## config.mk

```make
export PLATFORM = sky130hd
export DESIGN_NAME = jtkicker_snd_fifo
export DESIGN_NICKNAME = d
export VERILOG_FILES = /design/src/rtl/jtkicker_snd_fifo.sv
export SDC_FILE = /design/constraint.sdc
export NUM_CORES = 1
export LEC_CHECK = 0
export CAP_MARGIN = 20
export CORE_UTILIZATION = 40
export DETAILED_ROUTE_END_ITERATION = 12
export SYNTH_ARGS = -nofsm -noshare
export SYNTH_HDL_FRONTEND = slang
export SYNTH_SLANG_ARGS = --single-unit
```

## constraint.sdc

```tcl
create_clock -name clk -period 4.23 [get_ports clk]
set_clock_uncertainty 0.05 [all_clocks]
set_input_delay 0.846 -clock clk [delete_from_list [all_inputs] [get_ports clk]]
set_output_delay 0.846 -clock clk [all_outputs]
set_load 0.03 [all_outputs]
```

## src/rtl/jtkicker_snd_fifo.sv

```systemverilog
// Main-to-sound command FIFO: queues main CPU writes, pops on the trailing edge of the
// sound CPU latch read, and drives the sound CPU interrupt in level or edge mode.
module jtkicker_snd_fifo #(
    parameter int DW        = 8,
    parameter int AW        = 2,
    parameter int IRQ_LEVEL = 0,
    parameter int HOLD_LAST = 1
) (
    input  logic          clk,
    input  logic          rst,
    input  logic [DW-1:0] main_dout,
    input  logic          m2s_wr,
    input  logic          snd_rd,
    input  logic          irq_ack,
    input  logic          stat_rd,
    output logic [DW-1:0] snd_dout,
    output logic          int_n,
    output logic [AW:0]   fill,
    output logic          empty,
    output logic          full,
    output logic          ovf
);

    localparam int            DEPTH     = 1 << AW;
    localparam int            PW        = (AW == 0) ? 1 : AW;
    localparam logic [AW:0]   FULL_CNT  = (AW+1)'(DEPTH);
    localparam logic [AW:0]   ONE       = (AW+1)'(1);
    // With a single entry the pointers never move, so the increment collapses to zero.
    localparam logic [PW-1:0] PINC      = (AW == 0) ? PW'(0) : PW'(1);
    localparam logic [DW-1:0] RESET_OUT = {DW{HOLD_LAST == 0}};

    // Strobe semantics: m2s_wr pushes once per high cycle; snd_rd and stat_rd act on
    // their falling edge so the CPU sees stable data for the whole bus cycle.
    logic [DW-1:0] mem [0:(1<<PW)-1];
    logic [PW-1:0] wr_ptr, rd_ptr, wr_ptr_next, rd_ptr_next;
    logic [AW:0]   fill_next;
    logic          snd_rd_l, stat_rd_l;
    logic          pending, pending_next;
    logic          pop_edge, clr_edge;
    logic          do_push, do_pop, overflow;
    logic [DW-1:0] head_next, dout_next;
    logic          int_n_next;

    always_comb begin
        pop_edge = snd_rd_l & ~snd_rd;
        clr_edge = stat_rd_l & ~stat_rd;
        do_pop   = pop_edge & ~empty;
        // A pop in the same cycle frees a slot, so a write to a full FIFO still lands.
        do_push  = m2s_wr & (~full | do_pop);
        overflow = m2s_wr & full & ~do_pop;
    end

    always_comb begin
        fill_next   = fill;
        wr_ptr_next = wr_ptr;
        rd_ptr_next = rd_ptr;
        if (do_push) wr_ptr_next = wr_ptr + PINC;
        if (do_pop)  rd_ptr_next = rd_ptr + PINC;
        case ({do_push, do_pop})
            2'b10:   fill_next = fill + ONE;
            2'b01:   fill_next = fill - ONE;
            default: fill_next = fill;
        endcase
    end

    always_comb begin
        // The entry being written this cycle becomes the head when it lands in the head slot.
        head_next = mem[rd_ptr_next];
        if (do_push && (wr_ptr == rd_ptr_next)) head_next = main_dout;
        dout_next = snd_dout;
        if (fill_next != '0)     dout_next = head_next;
        else if (HOLD_LAST == 0) dout_next = '1;
    end

    always_comb begin
        pending_next = pending;
        if (irq_ack) pending_next = 1'b0;
        if (do_push) pending_next = 1'b1;
        if (IRQ_LEVEL != 0) int_n_next = (fill_next == '0);
        else                int_n_next = ~pending_next;
    end

    always_ff @(posedge clk) begin
        if (do_push) mem[wr_ptr] <= main_dout;
    end

    always_ff @(posedge clk or posedge rst) begin
        if (rst) begin
            wr_ptr    <= '0;
            rd_ptr    <= '0;
            fill      <= '0;
            empty     <= 1'b1;
            full      <= 1'b0;
            ovf       <= 1'b0;
            pending   <= 1'b0;
            int_n     <= 1'b1;
            snd_dout  <= RESET_OUT;
            snd_rd_l  <= 1'b0;
            stat_rd_l <= 1'b0;
        end else begin
            wr_ptr    <= wr_ptr_next;
            rd_ptr    <= rd_ptr_next;
            fill      <= fill_next;
            empty     <= (fill_next == '0);
            full      <= (fill_next == FULL_CNT);
            pending   <= pending_next;
            int_n     <= int_n_next;
            snd_dout  <= dout_next;
            snd_rd_l  <= snd_rd;
            stat_rd_l <= stat_rd;
            // Setting wins over a same-cycle status-read clear.
            if (overflow)      ovf <= 1'b1;
            else if (clr_edge) ovf <= 1'b0;
        end
    end

endmodule
```

; Word-level counts from Yosys, hierarchy flattened
; Memory sizes are Yosys's and may differ from the RTL's. A register that Yosys moved wholly into a read port is not among the register bits.
; Cells that the tools add are included.
[word_totals]
reg_bits = 14
ramBits = 32
in_bits = 14
output_inout_bits = 15
elab_cells = 42
mem_count = 1
[memory_table]
columns = name, words, width, rd, rd_ports_with_merged_regs, write_ports, line
row1 = mem, 4, 8, 1, 1, 1, 34  ; logic [DW-1:0] mem [0:(1<<PW)-1];
[classes]
addsub = 4
eq_ne = 3
muxes = 8
bitwise_logic = 13
reduce_logical = 3
[op_table]
columns = operator, n
row1 = 1-bit AND, 6
row2 = 1-bit two-way mux, 6
row3 = 1-bit NOT, 6
row4 = 3-bit case mux with 2 select lines, 1
row5 = 2-bit by 1-bit adder with 2-bit output (second input constant), 2
row6 = 3-bit by 1-bit adder with 3-bit output (second input constant), 1
row7 = 3-bit equality test (second input constant), 1
row8 = 3-bit logical NOT, 1
row9 = 3-bit nonzero test, 1
row10 = 3-bit by 1-bit subtractor with 3-bit output (second input constant), 1
row11 = 2-bit by 1-bit equality test with 1-bit output (second input constant), 1
row12 = 2-bit equality test (second input constant), 1
row13 = 2-bit two-way mux, 1
row14 = 2-bit nonzero test, 1
row15 = 1-bit OR, 1

; Logic depth before layout (Yosys ltp)
; Gate-level depths: netlist of run 1.
[logic_depth]
depth_word = 8
ltp_mapped = 16
mapped_depth_nobuf = 12

; Worst setup path after synthesis of run 1
; OpenSTA, ideal clock, no wires.
[synth_path]
kind = input-to-reg
from = input snd_rd
to = register snd_dout[7], read port of mem
setup_time_ns = 0.082
arrival_time_ns = 3.533
path_slack_ns = 0.565
cell_stages = 16
path_buffers = 4
path_cell_list = or3b_1 > buf_6 > nand2_1 > and2_1 > buf_2 > inv_1 > ha_1 > fa_1 > xnor2_1 > nor2_1 > xnor2_1 > nand2b_1 > clkbuf_1 > clkbuf_1 > nor2_1 > a31oi_1
[synth_between]
elab_chain_cells = 8
word_cells_on_any_way = 10
cone_classes = eq/ne (2) / mux (2) / bitwise (5) / reduce/logical (1)
[synth_lines]
columns = element, line
row1 = start: declaration, 13  ; input logic snd_rd,
row2 = 1-bit NOT *, 45  ; pop_edge = snd_rd_l & ~snd_rd;
row3 = 1-bit AND *, 45
row4 = 1-bit AND *, 47  ; do_pop = pop_edge & ~empty;
row5 = 1-bit OR, 49  ; do_push = m2s_wr & (~full | do_pop);
row6 = 1-bit AND, 49
row7 = 2-bit by 1-bit equality test with 1-bit output / 2-bit equality test (equally long branches), 59  ; case ({do_push, do_pop})
row8 = 3-bit case mux with 2 select lines, 59
row9 = 3-bit nonzero test, 71  ; if (fill_next != '0) dout_next = head_next;
row10 = end: declaration, 16  ; output logic [DW-1:0] snd_dout,
; Mark *: on every way between the ends. The rest lies on a longest branch, timed or not.
; A chain may end at the register's enable or synchronous reset.

; Worst setup path after layout of run 1
[layout_path]
from = input snd_rd
to = register snd_dout[3], read port of mem
; The elaborated chain is that of the path after synthesis.

==> impl_metrics.ini, run 1 <==
[place]
placement.io_buffers = 28
gp_routability_congestion = 0.750
hpwlAfterDp_um = 3270
post_dp_cell_area_um2 = 2870

[clocking]
cts_buffers = 5
cts-resized-gates = 0
cts-hold-fix-buffers = 0
clock_path_buffers = 2
cts_post_setup_buffers_inserted = 0
clock_insertion_delay_worst_skew_ns = 0.30
cts_tree = built
cts.htree.levels = 2
clock_tree.root_cell = sky130_fd_sc_hd__clkbuf_8
clock_sink_count = 54
cts.clk_slew.worst_paths_ns = 0.09

[layout]
design.final.nets = 251
synthToLayoutAreaGrowth_pct = 16.6
stdcell_area_um2 = 2980
n_antenna_cell = 0
drive_above_1_share_pct = 10.3

[pwr]
p_clk_share_pct = 16.1
p_int_mw = 1.30
switching_share_pct = 37.4
sequential_cell_fraction_of_total_power_pct = 41.4
static_power_due_to_leakage_nw = 1.10
worst_ir_drop_vdd_mv = 0.384
cellPowerDensity_nw_per_um2 = 697
power.net_switching_mw = 0.775
p_comb_share_pct = 42.5

[run_status]
outcome = completed

[yosys]
synthDistinctLibCells = 35
ys_top_cells_by_area = sky130_fd_sc_hd__edfxtp_1 38%, sky130_fd_sc_hd__dfrtp_1 20%, sky130_fd_sc_hd__mux4_2 6.2%
mappedNetlistNets = 227
synthTopCellsByCount = 32 x sky130_fd_sc_hd__edfxtp_1, 24 x sky130_fd_sc_hd__nand2_1, 20 x sky130_fd_sc_hd__dfrtp_1
synthFlopType = sky130_fd_sc_hd__edfxtp_1
syn-cell-area_um2 = 2550
avgSynthCellArea_um2 = 12.3
synth.ff_latch_count = 54
syn-instance-count = 207
seq_area_frac_synth_pct = 59.3
async_reset_ff_share_pct = 40.7
synth.yosys.warnings = 0
synthDominantCellAreaShare_pct = 37.6
synth_top_cell_by_area = sky130_fd_sc_hd__edfxtp_1
yosysMostFrequentCell = sky130_fd_sc_hd__edfxtp_1
number_of_synthesized_flops_with_an_enable_pin = 32

[routing]
drt-vias-per-instance = 5.37
detail-route-antenna-nets = 0
drc = 0
drt_first_iter_violations = 69
drt_first_pass_iters = 4
route.detailed.wl_per_inst_um = 15.7
finalWirelength_um = 4820
vias_post_dr = 1649

[timing]
setup_viol = 0
tightest_slew_ns = 0.845
final.period_utilization_pct = 87.0
grt_setup_unrepaired = no
slew_headroom_pct = 43.6
maximum_operating_frequency_ghz = 0.272
final_hold_viol_count = 0
post-route-min-period_ns = 3.68
fin_tns_setup_ns = 0
report.final.slew_viol_count = 0

[worst_setup_path]
worstPathRequired_ns = 4.33
timing.setup.critical_path_class = in2reg
start_kind = input port
path_max_fanout = 17
end_kind = flip-flop
crit_path_dat_ns = 3.78

[global_route]
grt_start_max_net_pins = 26
gr_overflow_total = 0
grt_util_all_layers_pct = 16.0
first_global_vias = 1533
antenna_violations_before_repair = 0
grt_first_pass_wirelength_um = 7600

[floorplanning]
die_area_um2 = 6700
fp.coreArea_um2 = 6030
design.portCount = 29
die_h_um = 81.9
core.rowCount = 28
floorplan.initialDensity_pct = 42.4
die_width_um = 81.9

[min_path]
worst_hold_path_type = reg2reg

[flow_run]
cap_violations = 0
through the flow:
stage / cells / hold slack, ns / util (%) / worst slack [ns] / total power, mW
after floorplan: 207 / 0.469 / - / 0.565 / 1.50
after global placement: 299 / 0.436 / 47.6 / 0.307 / 1.76
after detailed placement: 299 / 0.432 / 47.6 / 0.235 / 1.77
after CTS: 307 / 0.455 / 49.4 / 0.534 / 2.10
after global routing: 307 / 0.502 / 49.4 / 0.372 / 2.22
final: 307 / 0.451 / 49.4 / 0.549 / 2.08
critical path: stages:
cell                              delay (ns)
sky130_fd_sc_hd__clkdlybuf4s50_1        0.41
sky130_fd_sc_hd__or3b_1                 0.41
sky130_fd_sc_hd__nand2_1                0.15
sky130_fd_sc_hd__and2_1                 0.16
sky130_fd_sc_hd__inv_1                  0.09
sky130_fd_sc_hd__ha_1                   0.24
sky130_fd_sc_hd__fa_1                   0.38
sky130_fd_sc_hd__xnor2_1                0.16
sky130_fd_sc_hd__nor2_1                 0.06
sky130_fd_sc_hd__xnor2_1                0.24
sky130_fd_sc_hd__nand2b_1               0.38
sky130_fd_sc_hd__nor2_1                 0.19
sky130_fd_sc_hd__a31oi_1                0.06
layout make-up:
class,instances,area [um2]
flip-flops and latches,54,1510
well taps,75,93.8
multi-input cells,130,921
inverters,9,38.8
clock buffers,7,76.3
repair buffers,31,303
clock inverters,1,30.0
fillers,544,3050
layout by cell type, fill, tap and decap left out, drive strengths merged, types with 3 or more instances in the layout:
master	netlist	routed
edfxtp	32	32
clkdlybuf4s50	0	28
nand2	25	25
dfrtp	20	20
nor2	19	19
a21oi	9	9
a31oi	9	9
or3	9	9
inv	8	8
nor3	8	8
xnor2	8	8
mux4	7	7
a311oi	7	7
clkbuf	7	7
and3	5	5
ha	5	5
o21ai	4	4
nand3	3	3
buf	7	3
final timing paths:
kind / endpoint / slack (ns) / from / depth (start not counted)
max: snd_dout[3] / 0.55 / snd_rd / 13
min: ovf / 0.45 / ovf / 1
max reg2reg: snd_dout[3] / 1.14 / empty / 11
min reg2reg: ovf / 0.45 / ovf / 1
max in group asynchronous: rd_ptr[1] / 2.64 / rst / 2
min in group asynchronous: snd_rd_l / 0.96 / rst / 2
kinds of logic (layout without fill, tap and decap cells):
logic type,count (synthesis),after routing,share of synthesized area (%)
buffers and inverters,23,48,4.61
xor gates and xnor gates,8,8,3.04
AOI/OAI and AO/OA,32,32,8.87
muxes,8,8,6.62
DFF,54,54,59.3
and+or+nand+nor,76,76,14.3
adders and majority gates,6,6,3.24
per-layer routing:
layer | vias to the layer above | GRT usage (%) | routed length [um]
met4 | 0 | 6.32 | 133
met2 | 40 | 26.5 | 2360
met1 | 803 | 20.3 | 2110
li1 | 798 | - | -
met3 | 8 | 3.33 | 223
met5 | - | 0 | 0
power by group through the flow:
stage	sequential (mW)	clock, mW	combinational, mW
2_1_floorplan	0.933	0	0.570
3_3_place_gp	0.873	0	0.887
3_5_place_dp	0.875	0	0.893
4_1_cts	0.864	0.342	0.895
5_1_grt	0.885	0.366	0.974
6_report	0.859	0.333	0.883
sequential cells by signal, indices dropped and copies added (netlist names):
name,flops
mem,32
snd_dout,8
fill,3
rd_ptr,2
wr_ptr,2
empty,1
full,1
int_n,1
ovf,1
pending,1
snd_rd_l,1
stat_rd_l,1
Power figures use the tool's default switching activity.
==> run 2: changes to the inputs <==
--- a/config.mk
+++ b/config.mk
@@ -6,6 +6,7 @@
 export NUM_CORES = 1
 export LEC_CHECK = 0
 export CAP_MARGIN = 20
+export CORE_MARGIN = 3
 export CORE_UTILIZATION = 40
 export DETAILED_ROUTE_END_ITERATION = 12
 export SYNTH_ARGS = -nofsm -noshare
==> constraint.sdc (replaced) <==
create_clock -name clk -period 3.25 [get_ports clk]
set_clock_uncertainty 0.05 [all_clocks]
set_input_delay 0.65 -clock clk [delete_from_list [all_inputs] [get_ports clk]]
set_output_delay 0.65 -clock clk [all_outputs]
set_load 0.03 [all_outputs]
==> impl_metrics.ini, run 2 (same netlist as run 1, synthesis figures left out) <==
[run_status]
outcome = completed

[min_path]
worst_hold_path_type = reg2reg

[routing]
route.detailed.wl_per_inst_um = 15.9
finalWirelength_um = 5070
vias_post_dr = 1668
detail-route-antenna-nets = 0
drt_first_pass_iters = 4
drc = 0
drt_first_iter_violations = 79
drt-vias-per-instance = 5.23

[worst_setup_path]
timing.setup.critical_path_class = in2reg
timing.critical_path.max_delay_family = simple AND/OR/NAND/NOR gates
cp_common_cell = sky130_fd_sc_hd__nor2_1
crit_chain = clkdlybuf4s50_1, or3b_1, nand2_1, and2_1, inv_2, ha_2, fa_1, nor2_1, a21oi_2, nand2b_1, buf_4, nor2_1, a31oi_1
worstPathBufferInverterCount = 3
path_max_fanout = 12
worst_path_max_delay_cell = sky130_fd_sc_hd__fa_1
start_kind = input port
end_kind = flip-flop
crit_path_dat_ns = 3.22
critical-path-max-stage-delay_ns = 0.51
worstPathRequired_ns = 3.42

[layout]
n_antenna_cell = 0
drive_above_1_share_pct = 16.8
largestRegisters = mem x32, snd_dout x8, fill x3
synthToLayoutAreaGrowth_pct = 21.0
registers.top_by_ff_count = mem
mostFrequentLayoutCell = sky130_fd_sc_hd__edfxtp_1
design.final.nets = 263
commonest_cells_after_routing_fill_and_taps_aside = 32 x sky130_fd_sc_hd__edfxtp_1, 28 x sky130_fd_sc_hd__clkdlybuf4s50_1, 24 x sky130_fd_sc_hd__nand2_1
largest_register_ff_count = 32

[clocking]
clock_sink_count = 54
cts-hold-fix-buffers = 0
cts.htree.levels = 2
cts_tree = built
clock_insertion_delay_worst_skew_ns = 0.31
cts_buffers = 5
clock_tree.root_cell = sky130_fd_sc_hd__clkbuf_8
clock_path_buffers = 2
cts.clk_slew.worst_paths_ns = 0.10

[timing]
final_hold_viol_count = 0
report.final.slew_viol_count = 0
final.setup.worst_slack_ns = 0.200
slew_headroom_pct = 45.5
fin_tns_setup_ns = 0
tightest_slew_ns = 0.817
maximum_operating_frequency_ghz = 0.328
grt_setup_unrepaired = no
setup_viol = 0
post-route-min-period_ns = 3.05
final.period_utilization_pct = 93.9

[floorplanning]
die_width_um = 85.9
die_area_um2 = 7380
fp.coreArea_um2 = 6060
core.rowCount = 28
floorplan.initialDensity_pct = 42.1
die_h_um = 85.9
design.portCount = 29

[pwr]
worst_ir_drop_vdd_mv = 0.459
cellPowerDensity_nw_per_um2 = 919
static_power_due_to_leakage_nw = 1.17

[place]
gp_routability_congestion = 0.712
dpl_worst_slack_ns = -0.126
placement.io_buffers = 28
hpwlAfterDp_um = 3510

[global_route]
antenna_violations_before_repair = 0
grt_util_all_layers_pct = 15.5
gr_overflow_total = 0
grt_first_pass_wirelength_um = 8600
first_global_vias = 1657
grt_start_max_net_pins = 23

[flow_run]
cap_violations = 0
## run 2: cell count changes in the layout (fill, tap and decap cells not counted), sizes merged
cell	change
clkinv	+2
clkbuf	-2
buf	+12
## run 2: path summary, 6_finish.rpt
| kind | startpoint | endpoint | slack [ns] | depth (start not counted) |
|---|---|---|---|---|
| worst max-delay path | snd_rd | snd_dout[3] | 0.20 | 13 |
| worst min-delay path | ovf | ovf | 0.45 | 1 |
| worst max register to register | empty | snd_dout[3] | 0.63 | 12 |
| worst min register to register | ovf | ovf | 0.45 | 1 |
| max in group asynchronous | rst | snd_dout[3] | 1.89 | 2 |
| min in group asynchronous | rst | snd_rd_l | 0.75 | 2 |
## run 2: routing by layer
metal | vias to the layer above | GRT usage (%) | part of all wire, %
li1 | 827 | - | -
met1 | 790 | 20.5 | 44
met2 | 40 | 24.6 | 50
met3 | 11 | 3.27 | 4.2
met4 | 0 | 6.76 | 2.4
met5 | - | 0 | 0
## run 2: power breakdown
group / switching [mW] / total [mW] / internal [mW]
Sequential: 0.174 / 1.11 / 0.935
Clock: 0.222 / 0.449 / 0.227
Combinational: 0.666 / 1.28 / 0.612
## run 2: cell type report
cell class | count | area [um2]
inverter | 9 | 38.8
multi-input combinational | 130 | 927
fill | 536 | 2970
tap | 75 | 93.8
clock buffer | 5 | 68.8
sequential | 54 | 1510
clock inverter | 3 | 40.0
timing repair buffer | 43 | 405
## run 2: through the flow
| stage | cell area (um2) | total power, mW | hold WS (ns) | util [%] | instances |
|---|---|---|---|---|---|
| 5_1_grt | 3090 | 3.05 | 0.461 | 50.9 | 319 |
| 3_3_place_gp | 2970 | 2.37 | 0.423 | 49.0 | 310 |
| 6_report | 3090 | 2.84 | 0.447 | 50.9 | 319 |
| 4_1_cts | 3080 | 2.85 | 0.453 | 50.8 | 318 |
| 2_1_floorplan | 2570 | 1.98 | 0.469 | - | 207 |
| 3_5_place_dp | 2970 | 2.40 | 0.430 | 49.0 | 310 |
## run 2: timing repair
| action | CTS | global route |
|---|---|---|
| setup buffers | 0 | 1 |
| setup endpoints to repair | 0 | 4 |
| gates resized for setup | 0 | 1 |
